## config.mk

```make
export PLATFORM = sky130hd
export DESIGN_NAME = scs8hd_a2111o_pipe
export DESIGN_NICKNAME = d
export VERILOG_FILES = /design/src/rtl/scs8hd_a2111o_pkg.sv /design/src/rtl/scs8hd_a2111o_stage.sv /design/src/rtl/scs8hd_a2111o_pipe.sv
export SDC_FILE = /design/constraint.sdc
export NUM_CORES = 1
export LEC_CHECK = 0
export CAP_MARGIN = 15
export CORE_ASPECT_RATIO = 0.75
export CORE_MARGIN = 2
export CORE_UTILIZATION = 40
export DETAILED_ROUTE_END_ITERATION = 10
export MAX_ROUTING_LAYER = met4
export PLACE_DENSITY = 0.89
export SETUP_SLACK_MARGIN = 0.15
export SYNTH_ARGS = -nofsm -noshare
export SYNTH_HDL_FRONTEND = slang
export SYNTH_SLANG_ARGS = --single-unit
```

## constraint.sdc

```tcl
create_clock -name CLK -period 1.8 [get_ports CLK]
set_clock_uncertainty 0.15 [all_clocks]
set_input_delay 0.36 -clock CLK [delete_from_list [all_inputs] [get_ports CLK]]
set_output_delay 0.36 -clock CLK [all_outputs]
set_load 0.1 [all_outputs]
```

## src/rtl/scs8hd_a2111o_pkg.sv

```systemverilog
// scs8hd_a2111o_pkg
// Shared definitions for the pipelined a2111o macro.
//   A2111O / A2111OI : values of the INVERT parameter (OR vs NOR output)
//   params_ok()      : legal-range check applied to the top-level parameters
//   a2111o_f()       : single-channel a2111o(i) bit operation; the top applies
//                      it across any WIDTH by iterating over channels
package scs8hd_a2111o_pkg;

    localparam int A2111O     = 0;
    localparam int A2111OI    = 1;
    localparam int MAX_WIDTH  = 64;
    localparam int MAX_STAGES = 4;

    function automatic bit params_ok(input int width, input int stages,
                                     input int invert, input int cnt_w);
        return (width >= 1) && (width <= MAX_WIDTH) &&
               (stages >= 1) && (stages <= MAX_STAGES) &&
               ((invert == A2111O) || (invert == A2111OI)) &&
               (cnt_w >= 1);
    endfunction

    function automatic logic a2111o_f(input logic a1, input logic a2,
                                      input logic b1, input logic c1,
                                      input logic d1, input logic inv);
        logic f;
        f = (a1 & a2) | b1 | c1 | d1;
        return inv ? ~f : f;
    endfunction

endpackage

```

## src/rtl/scs8hd_a2111o_stage.sv

```systemverilog
// scs8hd_a2111o_stage
// One valid/data register slice of the a2111o pipeline.
//   CLK, RESET : clock and synchronous active-high reset
//   adv_i      : slice loads from upstream this cycle (otherwise holds)
//   vld_i/d_i  : upstream valid and data
//   vld_o/d_o  : registered valid and data of this slice
module scs8hd_a2111o_stage #(
    parameter int WIDTH = 8
) (
    input  logic             CLK,
    input  logic             RESET,
    input  logic             adv_i,
    input  logic             vld_i,
    input  logic [WIDTH-1:0] d_i,
    output logic             vld_o,
    output logic [WIDTH-1:0] d_o
);

    logic             vld_q;
    logic [WIDTH-1:0] d_q;

    // Data is cleared on reset as well so X reads zero after RESET.
    always_ff @(posedge CLK) begin
        if (RESET) begin
            vld_q <= 1'b0;
            d_q   <= '0;
        end else if (adv_i) begin
            vld_q <= vld_i;
            d_q   <= d_i;
        end
    end

    assign vld_o = vld_q;
    assign d_o   = d_q;

endmodule

```

## src/rtl/scs8hd_a2111o_pipe.sv

```systemverilog
// scs8hd_a2111o_pipe
// WIDTH-channel X = (A1&A2)|B1|C1|D1 (NOR when INVERT=A2111OI), registered
// through a STAGES-deep valid/ready pipeline, plus a saturating hit counter.
//   CLK, RESET          : clock, synchronous active-high reset
//   A1,A2,B1,C1,D1      : per-channel operands
//   in_valid / in_ready : input handshake (in_ready combinational from out_ready)
//   X / out_valid       : final-stage result and its valid
//   out_ready           : consumer accepts X this cycle
//   hits / clr_hits     : count of delivered non-zero results, synchronous clear
module scs8hd_a2111o_pipe
    import scs8hd_a2111o_pkg::*;
#(
    parameter int WIDTH  = 8,
    parameter int STAGES = 2,
    parameter int INVERT = A2111O,
    parameter int CNT_W  = 16
) (
    input  logic             CLK,
    input  logic             RESET,
    input  logic [WIDTH-1:0] A1,
    input  logic [WIDTH-1:0] A2,
    input  logic [WIDTH-1:0] B1,
    input  logic [WIDTH-1:0] C1,
    input  logic [WIDTH-1:0] D1,
    input  logic             in_valid,
    output logic             in_ready,
    output logic [WIDTH-1:0] X,
    output logic             out_valid,
    input  logic             out_ready,
    output logic [CNT_W-1:0] hits,
    input  logic             clr_hits
);

    if (!params_ok(WIDTH, STAGES, INVERT, CNT_W)) begin : g_param_err
        $error("scs8hd_a2111o_pipe: parameter out of range");
    end

    localparam logic INV = (INVERT == A2111OI);

    logic [WIDTH-1:0]  f_p0;
    logic [STAGES-1:0] adv;
    logic [STAGES-1:0] vld;
    logic [WIDTH-1:0]  dat [STAGES];
    logic [CNT_W-1:0]  hits_q;
    logic [CNT_W-1:0]  hits_d;
    logic              deliver;

    // Combinational function ahead of stage 0.
    always_comb begin
        f_p0 = '0;
        for (int i = 0; i < WIDTH; i++) begin
            f_p0[i] = a2111o_f(A1[i], A2[i], B1[i], C1[i], D1[i], INV);
        end
    end

    // Advance chain: a stage loads when it is empty or its downstream moves.
    // Walked from the output back so each stage sees the one after it.
    always_comb begin
        logic a;
        a   = out_ready;
        adv = '0;
        for (int k = STAGES - 1; k >= 0; k--) begin
            a      = ~vld[k] | a;
            adv[k] = a;
        end
    end

    // Stage boundaries: stage 0 takes the operands, later stages the previous slice.
    for (genvar k = 0; k < STAGES; k++) begin : g_stage
        logic             vld_up;
        logic [WIDTH-1:0] dat_up;
        if (k == 0) begin : g_head
            assign vld_up = in_valid;
            assign dat_up = f_p0;
        end else begin : g_body
            assign vld_up = vld[k-1];
            assign dat_up = dat[k-1];
        end
        scs8hd_a2111o_stage #(.WIDTH(WIDTH)) u_stage (
            .CLK   (CLK),
            .RESET (RESET),
            .adv_i (adv[k]),
            .vld_i (vld_up),
            .d_i   (dat_up),
            .vld_o (vld[k]),
            .d_o   (dat[k])
        );
    end

    assign in_ready  = adv[0];
    assign X         = dat[STAGES-1];
    assign out_valid = vld[STAGES-1];

    // Hit counter: clear wins over a same-cycle delivery; holds at all-ones.
    assign deliver = out_valid & out_ready & (|X);

    always_comb begin
        hits_d = hits_q;
        if (clr_hits) begin
            hits_d = '0;
        end else if (deliver && (hits_q != {CNT_W{1'b1}})) begin
            hits_d = hits_q + CNT_W'(1);
        end
    end

    always_ff @(posedge CLK) begin
        if (RESET) begin
            hits_q <= '0;
        end else begin
            hits_q <= hits_d;
        end
    end

    assign hits = hits_q;

endmodule

```

==> impl_metrics.ini <==
[run_status]
outcome = complete, but fails checks
violations = setup timing

[place]
place_congestion = 0.836
port_buffers = 70
place_hpwl_mm = 3.61
place_inst = 296
postPlaceCellArea_um2 = 2680

[floorplan]
core_um2 = 3640
start_util_pct = 41.3
ioPinCount = 71
die_area_um2 = 4260
fp.dieW_um = 74.7
rows = 19
fp.dieH_um = 57.1

[detailed_routing]
wirelength_mm = 6.59
post_drt_wl_per_cell_um = 20.3
detail-route-antenna-nets = 0
drc = 0
vias = 1964
vias_per_cell = 6.06
dr.pass1.iters = 5
drtIter0Drc = 240

[yosys]
synth_fp_nets = 217
ys_warn_count = 0
synth_area_leader_cell = dfxtp_1
avgSynthCellArea_um2 = 8.78
synthTopCellsByArea = dfxtp_1, nor2_1, nand2_1
syn-cell-area_um2 = 1500
synth-seq-area-share_pct = 45.3
synth_cell_types = 33
synth_cells = 171
ys_ff_latch = 34
synth_top_cell_area_share_pct = 45.3

[cells_and_area]
area_growth_pct = 104
n_antenna_cell = 0
final_common_cell = clkdlybuf4s50_1
final_cells = 324
finalNetCount = 317
multi_input_area_um2 = 915
final_cell_mix = clkdlybuf4s50_1, buf_12, buf_4
fin_util_pct = 84.3
final_area_um2 = 3070
drive_above_1_share_pct = 41.9
register_area_um2 = 772
nFillCells = 161

[timing]
drv_slew = 0
tightest_slew_ps = 599
layout_setup_ws_ps = -6.08
max_freq_mhz = 554
rsz0062_at_grt = yes
final_hold_viol_count = 0
layout_min_cycle_time_ps = 1810
setup_viol = 1
relSlewSlack_pct = 59.1
period_share_pct = 100

[global_routing]
grt-ovfl-total = 0
grt_pass1_wl_mm = 9.27
grtUsageTotal_pct = 30.3
antenna_found_initial = 0
grt_start_max_net_pins = 19
grt_pass1_vias = 1813

[flow_run]
max-cap-violations = 0

[clocking]
insertion_delay_ps = 290
clkSinkCount = 34
cts_made_buffers = 5
root_buffer = clkbuf_8
clkTransAtPathRegs_ps = 70
h-tree-depth = 2
cts_tree = built
cts_buffer_depth = 2

[worst_setup_path]
worstPathCellList = nand2_1 -> nor3_2 -> o211ai_1 -> or3_1 -> a21oi_1
critPathArrivalTime_ps = 1870
worstPathRequired_ps = 1860
crit_type = register to register
cpPeakStageDelay_ps = 440
cp-start-kind = register
slowest_stage = dfxtp_4
crit_fanout = 7
endpoint_kind = register

[power_and_ir_drop]
power_density_nw_per_um2 = 590
p_leak_nw = 1.16
irDropWorstVdd_mv = 0.503

[worst_hold_path]
hp-class = register to register
==> where the power goes <==
group          switching [mW]  internal, mW  total (mW)
logic                   0.177         0.175       0.351
registers              0.0364         0.754       0.791
clock network           0.280         0.386       0.666
total                   0.493          1.32        1.81
==> cells by family after synthesis <==
logic type	share of synthesized area [%]
compound gates	21.3
xor+xnor	5.25
fa+ha+maj	0.833
buf+inv	2.08
flops	45.3
mux	0.667
simple gates	24.6
==> metal layers <==
layer	track usage (%)	vias to the layer above	part of all wire [%]
li1	-	838	-
met1	37.8	936	38
met5	-	-	0
met2	48.8	152	48
met4	11.2	0	4.7
met3	5.65	38	8.7
==> sequential cells by signal, indices dropped and copies added (netlist names) <==
signal	count
hits	16
g_stage.u_stage.vld_o	2
g_stage.u_stage.d_o	16
==> final cells by class <==
cell class / count / area share (%)
clock buffer: 8 / 3.59
multi-input combinational: 130 / 29.8
sequential: 34 / 25.2
tap: 52 / 2.12
timing repair buffer: 100 / 39.3
==> synthesized netlist by cell type <==
library cell and number:
a2111oi_0 8, a211oi_1 9, a21oi_1 15, a31oi_1 1, and3_1 1, and3_2 2, and4_1 1, and4_4 3
buf_1 2, buf_2 1, clkbuf_1 5, dfxtp_1 34, ha_1 1, mux2i_1 1, nand2_1 22, nand2b_1 1
nand3_1 4, nand3_2 2, nand4_1 1, nand4_4 1, nor2_1 23, nor2b_1 1, nor3_1 1, nor4_1 2
o2111ai_1 3, o211ai_1 5, o21ai_0 4, o21ai_2 1, o31ai_1 1, or2_2 1, or3_1 4, or4_1 1
xor2_1 9
==> stage by stage <==
stage               hold slack [ps]  total power [mW]  TNS [ps]  worst slack (ps)
detailed placement              296              1.12     -2820              -280
CTS                             307              1.78         0               108
global placement                283              1.11     -2230              -226
floorplan                       276             0.937     -83.1             -36.7
global route                    331              1.85      -118             -71.2
finish                          313              1.81     -6.08             -6.08
==> what timing repair did <==
item,in CTS,in global routing
gates resized for setup,12,15
setup buffers,8,11
gates cloned,1,0
hold buffers,0,0
pin swaps,7,17
setup endpoints to repair,17,17
==> final timing paths <==
| kind | start | to | slack [ps] | cells after the start |
|---|---|---|---|---|
| worst max-delay path | hits[7] | hits[14] | -6 | 5 |
| worst min-delay path | g_stage[0].u_stage.d_o[3] | g_stage[1].u_stage.d_o[3] | 310 | 2 |
| worst max register to register | hits[7] | hits[14] | -6 | 5 |
| worst min register to register | g_stage[0].u_stage.d_o[3] | g_stage[1].u_stage.d_o[3] | 310 | 2 |
==> worst max-delay path, delay by kind of cell (launching register included) <==
family             cells  cell delay [ps]
and+or+nand+nor        3              740
AOI/OAI and AO/OA      2              390
DFF                    1              440
Power figures use the tool's default switching activity.
==> patch, RTL diff (same settings) <==
Set the parameter `STAGES` to 4 (it was 2).
--- a/src/rtl/scs8hd_a2111o_pipe.sv
+++ b/src/rtl/scs8hd_a2111o_pipe.sv
@@ -13,3 +13,3 @@
     parameter int WIDTH  = 8,
-    parameter int STAGES = 2,
+    parameter int STAGES = 4,
     parameter int INVERT = A2111O,
Formal check against the unedited RTL: not equivalent (Yosys sat finds a counterexample within 4 cycles, from zero or initial values and one cycle with RESET high).
==> patch against the unedited design <==
- the run still ends with setup timing left
- synthesized area rose by 42%
- first-iteration DRC count fell by 20%
- synthesized cell count rose by 44%
- total power rose by 23%
- critical path depth rose by 2
- setup slack got worse by 0.14 ns
- cell area rose by 21%
- wire length rose by 12%
- sequential cell count rose by 18
- via count rose by 18%
- sequential power rose by 49%
- critical endpoint is now hits[5]
- highest routed layer unchanged
==> patch: results (changes against the unedited design) <==
----------------------------------------------------
[Run status]
  Result of the run ... finished, violations left
  Failing checks ... setup timing

[Pwr]
  Max IR drop VDD ... 0.4235 mV (-16%)
  Leakage power ... 1.359 nW (+18%)
  Switching pwr ... 0.0005551 W (+13%)

[Layout]
  Share of layout cells above drive strength 1 ... 32.07% (-9.8 points)
  Total Nets Final ... 388 (+22%)

[GRT]
  Wire length of the first global-routing pass ... 10740 um (+16%)
  Via count of the first global-routing pass ... 2300 (+27%)
  Met3 Resource Use GR ... 4.890% (-0.76 points)
  Total routing resource utilization after global routing ... 24.48% (-5.8 points)

[Timing]
  Setup Viol. Count Final ... 7 (+6)
  Transition time of the tightest slew-check pin ... 0.4598 ns (-0.1390 ns)
  Setup WS post-layout ... -0.1441 ns (-0.1380 ns)

[Critical path]
  Delay of the slowest cell on the worst path ... 0.37 ns (-0.07 ns)
  Worst Path Max Fanout ... 4 (-3)

[Yosys]
  Top area cells in the synthesized netlist ... sky130_fd_sc_hd__dfxtp_1 49%, sky130_fd_sc_hd__nand2_1 8.3%, sky130_fd_sc_hd__a21oi_1 7.3%
  List of most frequent post-synthesis cells ... 52 x sky130_fd_sc_hd__dfxtp_1, 47 x sky130_fd_sc_hd__nand2_1, 31 x sky130_fd_sc_hd__a21oi_1
  Distinct cell type count after synthesis ... 32 (-3.0%)
  Nets in the synthesized netlist ... 293 (+35%)
  Sequential fraction of the synthesis area ... 48.97% (+3.6 points)

[Detailed routing]
  Post-detailed-route via-to-cell ratio ... 5.588 (-7.8%)
  Number of DRC markers after the initial detailed-route iteration ... 193 (-20%)
  Total routed wirelength ... 7359 um (+12%)

[Clock network]
  Post-CTS clock slew at the launch and capture registers of the worst setup and hold paths ... 0.10 ns (+0.03 ns)
  Total clock buffers created by CTS ... 5 (unchanged)
  Worst-skew pair later-pin latency ... 0.32 ns (+0.03 ns)

[Place]
  Setup slack at placement ... -0.3591 ns (-0.07898 ns)
  DPL Wire Length ... 4461 um (+24%)
  Placed Instance Area ... 3415 sq um (+27%)

[Hold path]
  Number of instances on the worst hold path ... 2 (unchanged)
  Start point of the worst min-delay path ... g_stage[1].u_stage.d_o[1]

----------------------------------------------------
-- patch: cell types whose count changed after synthesis, moves of 3 or more --
cell | before | now
sky130_fd_sc_hd__clkbuf_1 | 5 | 10
sky130_fd_sc_hd__a21oi_1 | 15 | 31
sky130_fd_sc_hd__dfxtp_1 | 34 | 52
sky130_fd_sc_hd__and3_1 | 1 | 5
sky130_fd_sc_hd__nand3_1 | 4 | 13
sky130_fd_sc_hd__nor2_1 | 23 | 26
sky130_fd_sc_hd__nand2_1 | 22 | 47
-- patch: cell families after synthesis --
kind of cell | after synthesis | share of synthesized area, %
buffers and inverters | 12 | 2.178
adders and majority gates | 1 | 0.5885
AOI/OAI and AO/OA | 62 | 19.78
xor gates and xnor gates | 9 | 3.708
DFF | 52 | 48.97
and+or+nand+nor | 109 | 23.84
muxes | 2 | 0.9418
-- patch: repair_timing --
item,CTS,global route
gates resized for setup,17,8
setup buffers,4,5
pin swaps,12,17
setup endpoints to repair,19,20
-- patch: worst min-delay path: stages (launching register included) --
cell and delay (ns):
sky130_fd_sc_hd__dfxtp_1 0.32, sky130_fd_sc_hd__nand2_1 0.05, sky130_fd_sc_hd__a21oi_1 0.05
-- patch: power groups by stage --
stage               sequential (W)  combinational (W)  clock [W]
global route               0.00119           0.000266   0.000821
CTS                        0.00118           0.000239   0.000784
detailed placement         0.00121           0.000238          0
floorplan                  0.00124          0.0000592          0
finish                     0.00118           0.000251   0.000780
global placement           0.00121           0.000229          0
-- patch: final cells by class --
cell class | count | area, sq um
tap | 72 | 90.09
sequential | 52 | 1132
timing repair buffer | 100 | 1220
clock buffer | 6 | 93.84
multi-input combinational | 183 | 1172
fill | 324 | 1286
clock inverter | 2 | 15.01
-- patch: worst paths after layout --
check	slack (ns)	to
setup / recovery	-0.14	hits[5]
hold / removal	0.31	g_stage[1].u_stage.d_o[1]
setup reg to reg	-0.14	hits[5]
hold reg to reg	0.31	g_stage[1].u_stage.d_o[1]
-- patch: metal layers --
| layer | part of all wire [%] | vias to the layer above |
|---|---|---|
| met1 | 40 | 1103 |
| met3 | 6.2 | 24 |
| met5 | 0 | - |
| met2 | 51 | 115 |
| li1 | - | 1077 |
| met4 | 2.9 | 0 |
-- patch: through the flow --
stage          std cells  TNS [ns]  hold slack, ns
3_5_place_dp         398    -6.510          0.2945
6_report             415   -0.3440          0.3106
3_3_place_gp         398    -4.794          0.2857
4_1_cts              410  -0.08120          0.3010
5_1_grt              415   -0.9373          0.3265
2_1_floorplan        247    -1.293          0.2762
